==> src/rtl/demux1to4_stream_ctrl.sv <==
// demux1to4_stream_ctrl
// Steers one valid/ready input stream onto four output channels. Each
// channel owns a one-entry holding register with its own handshake, so a
// stalled consumer only blocks beats aimed at that channel. The target is
// either the per-beat in_dest (addressed mode) or a strict in-order
// round-robin pointer (distribute mode).
module demux1to4_stream_ctrl #(
    parameter int DATA_W = 8,
    parameter int CNT_W  = 16
) (
    input  logic              clk,
    input  logic              rst,
    input  logic              mode,
    input  logic              in_valid,
    output logic              in_ready,
    input  logic [DATA_W-1:0] in_data,
    input  logic [1:0]        in_dest,
    output logic [3:0]        out_valid,
    input  logic [3:0]        out_ready,
    output logic [DATA_W-1:0] out_data0,
    output logic [DATA_W-1:0] out_data1,
    output logic [DATA_W-1:0] out_data2,
    output logic [DATA_W-1:0] out_data3,
    output logic [1:0]        rr_ptr,
    output logic [CNT_W-1:0]  beat_cnt
);

    // Channel selection: round-robin pointer in distribute mode,
    // explicit destination otherwise.
    function automatic logic [1:0] sel_target(input logic       m,
                                              input logic [1:0] ptr,
                                              input logic [1:0] dest);
        return m ? ptr : dest;
    endfunction

    // Pointer advance; the 2-bit width gives the 3 -> 0 wrap for free.
    function automatic logic [1:0] next_ptr(input logic [1:0] ptr);
        return ptr + 2'd1;
    endfunction

    logic [3:0]        valid_q, valid_d;
    logic [DATA_W-1:0] data_q [4];
    logic [DATA_W-1:0] data_d [4];
    logic [1:0]        rr_q, rr_d;
    logic [CNT_W-1:0]  cnt_q, cnt_d;

    logic [1:0]        tgt;
    logic              accept;

    // Target channel and input handshake. A full channel still accepts when
    // it drains in the same cycle, giving one beat per cycle per channel.
    // Strict round-robin: no skipping past a blocked channel.
    always_comb begin
        tgt      = sel_target(mode, rr_q, in_dest);
        in_ready = !rst && (!valid_q[tgt] || out_ready[tgt]);
        accept   = in_valid && in_ready;
    end

    // Next-state: independent drains on all channels, then the accepted
    // beat (if any) overrides the drain on its target channel.
    always_comb begin
        valid_d = valid_q;
        data_d  = data_q;
        rr_d    = rr_q;
        cnt_d   = cnt_q;
        for (int k = 0; k < 4; k++) begin
            if (valid_q[k] && out_ready[k]) begin
                valid_d[k] = 1'b0;
            end
        end
        if (accept) begin
            valid_d[tgt] = 1'b1;
            data_d[tgt]  = in_data;
            cnt_d        = cnt_q + {{(CNT_W-1){1'b0}}, 1'b1};
            if (mode) begin
                rr_d = next_ptr(rr_q);
            end
        end
    end

    // State registers; reset discards buffered beats and clears payloads.
    always_ff @(posedge clk) begin
        if (rst) begin
            valid_q <= 4'b0000;
            rr_q    <= 2'd0;
            cnt_q   <= '0;
            for (int k = 0; k < 4; k++) begin
                data_q[k] <= '0;
            end
        end else begin
            valid_q <= valid_d;
            rr_q    <= rr_d;
            cnt_q   <= cnt_d;
            for (int k = 0; k < 4; k++) begin
                data_q[k] <= data_d[k];
            end
        end
    end

    assign out_valid = valid_q;
    assign out_data0 = data_q[0];
    assign out_data1 = data_q[1];
    assign out_data2 = data_q[2];
    assign out_data3 = data_q[3];
    assign rr_ptr    = rr_q;
    assign beat_cnt  = cnt_q;

endmodule

==> config.mk <==
export PLATFORM = sky130hd
export DESIGN_NAME = demux1to4_stream_ctrl
export DESIGN_NICKNAME = d
export VERILOG_FILES = /design/src/rtl/demux1to4_stream_ctrl.sv
export SDC_FILE = /design/constraint.sdc
export NUM_CORES = 1
export LEC_CHECK = 0
export CAP_MARGIN = 5
export CORE_MARGIN = 3
export CORE_UTILIZATION = 46
export DETAILED_ROUTE_END_ITERATION = 8
export PLACE_DENSITY_LB_ADDON = 0.15
export SLEW_MARGIN = 30
export SYNTH_ARGS = -nofsm -noshare
export SYNTH_HDL_FRONTEND = slang
export SYNTH_SLANG_ARGS = --single-unit
==> constraint.sdc <==
create_clock -name clk -period 2.55 [get_ports clk]
set_input_delay 0.51 -clock clk [delete_from_list [all_inputs] [get_ports clk]]
set_output_delay 0.51 -clock clk [all_outputs]
set_load 0.005 [all_outputs]
==> out/qor.csv, run 1 <==
metric;value;unit
CP Capture Type;output port;
Seq/Total Area, Yosys;47.9;%
vias in the first global route;2016;
outcome;finished, final reports clean;
reg-to-reg startpoint;rr_ptr[1];
layout cells sized above 1;8.62;%
crit path time final;2.40;ns
MaxCap Viol Count;0;
reg-to-reg critical path endpoint;beat_cnt[6];
Slew Limit Fails;0;
Mapped Nets;262;
post-DR vias/cell;5.14;
dpl hpwl;3890;um
Num CTS Buffers;5;
Clock Root Buffer;clkbuf_8;
Ant. Diodes;0;
post-route design area;3240;um^2
PnR worst setup slack;0.154;ns
CORE AREA;4530;um^2
Ys Warns;0;
Die X;76.0;um
normalized max-slew margin;79.7;%
CP required;2.04;ns
Lkg Pwr;1.24;nW
hold path depth;2;
Worst R2R Setup Slack;0.58;ns
first-pass GRT wire length;9350;um
Max Clk Rate;417;MHz
Worst EP arrival;1.89;ns
most frequent cells in the layout;69 x clkdlybuf4s50_1, 54 x dfxtp_1, 43 x nor2_1;
dpl cell area;3140;um^2
Mapped Cells;243;
Tightest Pin Transition;0.300;ns
Initial Utilization;49.7;%
Reg2Reg Depth;6;
placed cells;382;
clk sinks;54;
Min-Delay Path Class;reg -> reg;
Worst VDD drop;0.000374;V
Worst setup SP type;input port;
Yosys reg bits;54;
clock latency on the worst-skew pair;0.30;ns
commonest non-fill, non-tap cell in the layout;clkdlybuf4s50_1;
wirelength, routed;5380;um
CTS H-Tree Depth;2;
fin nets;343;
Total Routing Usage GR;19.3;%
worst setup path start;in_dest[1];
pwr/cell area;499;nW/um^2
I/O Buffers;72;
Final Total Pwr;1.62;mW
P&R area growth vs syn;43.8;%
dominant synthesized flop cell;dfxtp_1;
GRT overflow;0;
Post-synth EDFFs;0;
total negative slack;0;ns
post-route insts no fill;390;
First-pass DRT Iterations;4;
Residual DRC;0;
CP max FO;3;
Hold Slack;0.502;ns
site row count;24;
WL/cell;13.8;um
Max clock buf depth;2;
Worst-path clk slew;0.09;ns
ys async rst share;0;%
mapped cell area;2250;um^2
Die H;76.0;um
Vias;2005;
Final Skew;0.00550;ns
final period utilization;94.0;%
Netlist cell types;31;
post-place setup slack;-0.381;ns
fin util;71.5;%
antenna violations before repair;0;
CTS tree;yes;
Final Wtd Congestion;0.796;
Post-CTS Setup Inserts;0;
crit path capture;in_ready;
endpoints failing setup;0;
Iteration-0 DRC Markers;87;
final antenna-violating net count;0;
largest net degree at the start of global routing;26;
Filler Cell Count;368;
syn avg cell area;9.28;um^2
die area;5780;um^2
Setup CP Type;in -> out;
Fin. Hold Viols;0;
RSZ-0062 raised after global routing;false;
I/O pin count;73;
-- what timing repair did --
item	4_1_cts	5_1_grt
endpoints found under the setup margin	1	0
gates resized for setup	2	0
hold buffers	0	0
-- power breakdown --
| group | total, mW | switching [mW] | internal [mW] |
|---|---|---|---|
| sequential | 0.876 | 0.0138 | 0.862 |
| combinational | 0.179 | 0.0781 | 0.101 |
| clock | 0.563 | 0.270 | 0.293 |
-- layout make-up --
class / instances / area [um^2] / area share (%)
timing repair buffer: 88 / 846 / 26.1
clock inverter: 2 / 37.5 / 1.16
sequential: 54 / 1080 / 33.3
clock buffer: 6 / 72.6 / 2.24
multi-input combinational: 170 / 1110 / 34.1
tap: 65 / 81.3 / 2.51
inverter: 5 / 18.8 / 0.579
-- routing by layer --
layer,vias up,track usage (%),part of all wire [%]
li1,1006,-,-
met1,944,22.8,44
met2,51,33.7,48
met3,4,6.97,7.1
met4,0,3.99,0.71
met5,-,0,0
-- flip-flops by register name, indices dropped and copies added (netlist names) --
signal,cells
out_data2,8
out_data0,8
beat_cnt,16
out_data1,8
rr_ptr,2
out_data3,8
out_valid,4
-- cell families (layout without fill, tap and decap cells) --
| group | after synthesis | in the layout | synth area share, % |
|---|---|---|---|
| XOR/XNOR | 2 | 2 | 0.777 |
| flip-flops | 54 | 54 | 47.9 |
| AND/OR/NAND/NOR | 97 | 97 | 21.5 |
| adder cells (fa/ha/maj) | 1 | 1 | 0.555 |
| AO/OA/AOI/OAI | 31 | 31 | 7.77 |
| buffers and inverters | 19 | 101 | 3.44 |
| multiplexers | 39 | 39 | 18.0 |
-- worst min-delay path by stage --
stage	end	slack (ns)	start
after floorplan	beat_cnt[14]	0.48	beat_cnt[14]
after global placement	out_data3[6]	0.47	out_data3[6]
after detailed placement	out_data2[3]	0.48	out_data2[3]
after CTS	beat_cnt[13]	0.51	beat_cnt[13]
after global routing	beat_cnt[13]	0.52	beat_cnt[13]
final	out_data3[7]	0.50	out_data3[7]
-- cell usage after synthesis (all sizes together), types with 3 or more instances --
cell,number,area share (%)
o31ai,6,2.0
nor2b,6,1.7
mux2,3,1.5
nand2,8,1.3
clkbuf,8,1.3
a21oi,15,3.3
inv,4,0.67
mux2i,36,17
nand3,6,1.3
dfxtp,54,48
o21ai,7,1.6
nor3,3,0.67
nand4,5,1.4
nand2b,7,1.9
buf,6,1.3
or3,7,1.9
nor2,43,7.2
or4,6,2.0
-- worst max-delay path: stages --
cell             delay (ns)
clkdlybuf4s50_1        0.44
mux2i_4                0.19
mux2i_1                0.11
mux2_2                 0.28
nor2_1                 0.09
dlygate4sd2_1          0.26
(Power assumes the default switching activity.)
==> inputs of run 2 (changes only) <==
--- a/config.mk
+++ b/config.mk
@@ -7,7 +7,7 @@
 export LEC_CHECK = 0
 export CAP_MARGIN = 5
 export CORE_MARGIN = 3
-export CORE_UTILIZATION = 46
+export CORE_UTILIZATION = 49
 export DETAILED_ROUTE_END_ITERATION = 8
 export PLACE_DENSITY_LB_ADDON = 0.15
 export SLEW_MARGIN = 30
==> constraint.sdc (replaced) <==
create_clock -name clk -period 2.8 [get_ports clk]
set_input_delay 0.56 -clock clk [delete_from_list [all_inputs] [get_ports clk]]
set_output_delay 0.56 -clock clk [all_outputs]
set_load 0.005 [all_outputs]
==> run 2 against run 1 <==
Sequential power down 8.9%. First-iteration DRC count down 38%. Worst hold slack better by 0.0010 ns. Global-route usage up 1.0 points. Clock power down 23%. Setup slack better by 0.10 ns. Register-to-register slack better by 0.24 ns. Via count down 0.80%. Clock skew up 0.0075 ns. Critical path type unchanged.
==> out/qor.csv, run 2 (synthesized netlist as in run 1, its figures left out) <==
metric;value;unit;change
worst setup path start;in_dest[1];;
CTS H-Tree Depth;2;;unchanged
Worst VDD drop;0.000356;V;-4.8%
crit-path cells;clkdlybuf4s50_1 -> mux2i_4 -> mux2i_1 -> mux2_2 -> nor2_1 -> dlygate4sd2_1;;
endpoints failing setup;0;;unchanged
Worst-path clk slew;0.10;ns;about the same
I/O Buffers;72;;unchanged
first-pass GRT wire length;8710;um;-6.9%
largest net degree at the start of global routing;37;;+42%
most frequent cells in the layout;69 x clkdlybuf4s50_1, 54 x dfxtp_1, 43 x nor2_1;;
die area;5450;um^2;-5.6%
normalized max-slew margin;72.0;%;-7.7 points
layout cells sized above 1;7.48;%;-1.1 points
Total Routing Usage GR;20.3;%;+1.0 points
Worst EP arrival;1.99;ns;+0.10 ns
Ant. Diodes;0;;unchanged
clk sinks;54;;unchanged
fin nets;339;;-1.2%
slowest library cell on the worst path;clkdlybuf4s50_1;;
Fin. Hold Viols;0;;unchanged
met3 GRT Util;7.39;%;+0.41 points
Lkg Pwr;1.21;nW;-2.5%
met1 Use GR;24.4;%;+1.6 points
post-DR vias/cell;5.33;;+3.7%
met2 usage;33.7;%;about the same
Iteration-0 DRC Markers;54;;-38%
Residual DRC;0;;unchanged
CP max FO;3;;unchanged
post-route design area;3160;um^2;-2.5%
I/O pin count;73;;unchanged
Final Skew;0.0130;ns;+0.00754 ns
Filler Cell Count;341;;-7.3%
Max clock buf depth;2;;unchanged
dpl cell area;3080;um^2;-1.9%
GRT busiest layer;met2;;
Setup CP Type;in -> out;;
MaxCap Viol Count;0;;unchanged
Max Clk Rate;393;MHz;
Worst setup SP type;input port;;
final period utilization;90.9;%;
crit path time final;2.55;ns;
Hold Crit Endpoint;out_data2[6];;
Final Wtd Congestion;0.791;;-0.62%
wirelength, routed;5250;um;-2.3%
Tightest Pin Transition;0.420;ns;+0.120 ns
RSZ-0062 raised after global routing;false;;
commonest non-fill, non-tap cell in the layout;clkdlybuf4s50_1;;
Initial Utilization;51.4;%;+1.7 points
Num CTS Buffers;5;;unchanged
First-pass DRT Iterations;4;;unchanged
Reg2Reg Depth;6;;unchanged
CP Capture Type;output port;;
Min-Delay Path Class;reg -> reg;;
cts hold-fix bufs;0;;unchanged
Die X;73.8;um;-2.9%
P&R area growth vs syn;40.3;%;
dpl hpwl;3720;um;-4.3%
reg-to-reg critical path endpoint;beat_cnt[6];;
pwr/cell area;440;nW/um^2;-12%
Die H;73.8;um;-2.9%
antenna violations before repair;0;;unchanged
CORE AREA;4380;um^2;-3.3%
site row count;24;;unchanged
Sequential cell area;1080;um^2;unchanged
Slew Limit Fails;0;;unchanged
delay of the slowest critical-path stage;0.44;ns;about the same
CTS tree;yes;;
Multi-input gate area;1110;um^2;unchanged
Vias;1989;;-0.80%
final antenna-violating net count;0;;unchanged
reg-to-reg startpoint;rr_ptr[1];;
Worst R2R Setup Slack;0.82;ns;+0.24 ns
clock latency on the worst-skew pair;0.30;ns;about the same
WL/cell;14.1;um;+2.1%
Hold Startpoint;out_data2[6];;
vias in the first global route;1922;;-4.7%
Clock Root Buffer;clkbuf_8;;
fin util;72.1;%;+0.62 points
CP required;2.24;ns;+0.20 ns
Largest register FFs;16;;unchanged
hold path depth;2;;unchanged
outcome;finished, final reports clean;;
GRT overflow;0;;unchanged
-- run 2: stage by stage --
step                cells  hold slack [ns]  TNS [ns]  setup slack (ns)  power, mW
floorplan             243            0.476         0             0.423      0.885
global placement      365            0.473    -0.223            -0.191      0.974
detailed placement    365            0.484    -0.497            -0.244      0.976
CTS                   373            0.506         0             0.233       1.41
global route          373            0.524         0             0.170       1.45
finish                373            0.503         0             0.254       1.39
-- run 2: how the worst max path moves through the flow --
stage	cells past startpoint	to	slack, ns
final	6	in_ready	0.25
after global routing	6	in_ready	0.17
after CTS	6	in_ready	0.23
after detailed placement	6	in_ready	-0.24
after global placement	6	in_ready	-0.19
after floorplan	5	in_ready	0.42
-- run 2: timing repair --
item                                    CTS  global route
endpoints found under the hold margin     0             0
setup buffers                             0             0
resized for setup                         2             0
endpoints found under the setup margin    1             0
-- run 2: final cells by class --
| class | count | share of cell area [%] |
|---|---|---|
| clock buffers | 6 | 2.29 |
| well taps | 52 | 2.06 |
| clock inverters | 2 | 0.514 |
| flip-flops and latches | 54 | 34.2 |
| repair buffers | 84 | 25.4 |
| multi-input cells | 170 | 35.0 |
| inverters | 5 | 0.593 |
-- run 2: layer usage --
| metal | part of all wire [%] | routed length (um) | vias to the layer above |
|---|---|---|---|
| met5 | 0 | 0 | - |
| met4 | 1.1 | 59 | 0 |
| met3 | 7.1 | 375 | 8 |
| met2 | 47 | 2470 | 53 |
| met1 | 45 | 2340 | 927 |
| li1 | - | - | 1001 |
-- run 2: critical path, delay by kind of cell --
family	cells	cell delay (ns)
buffers and inverters	2	0.72
muxes	3	0.65
and+or+nand+nor	1	0.04
-- run 2: where the power goes --
part           internal [mW]  switching (mW)  total [mW]
registers              0.785          0.0128       0.798
logic                 0.0885          0.0694       0.158
clock network          0.180           0.254       0.435
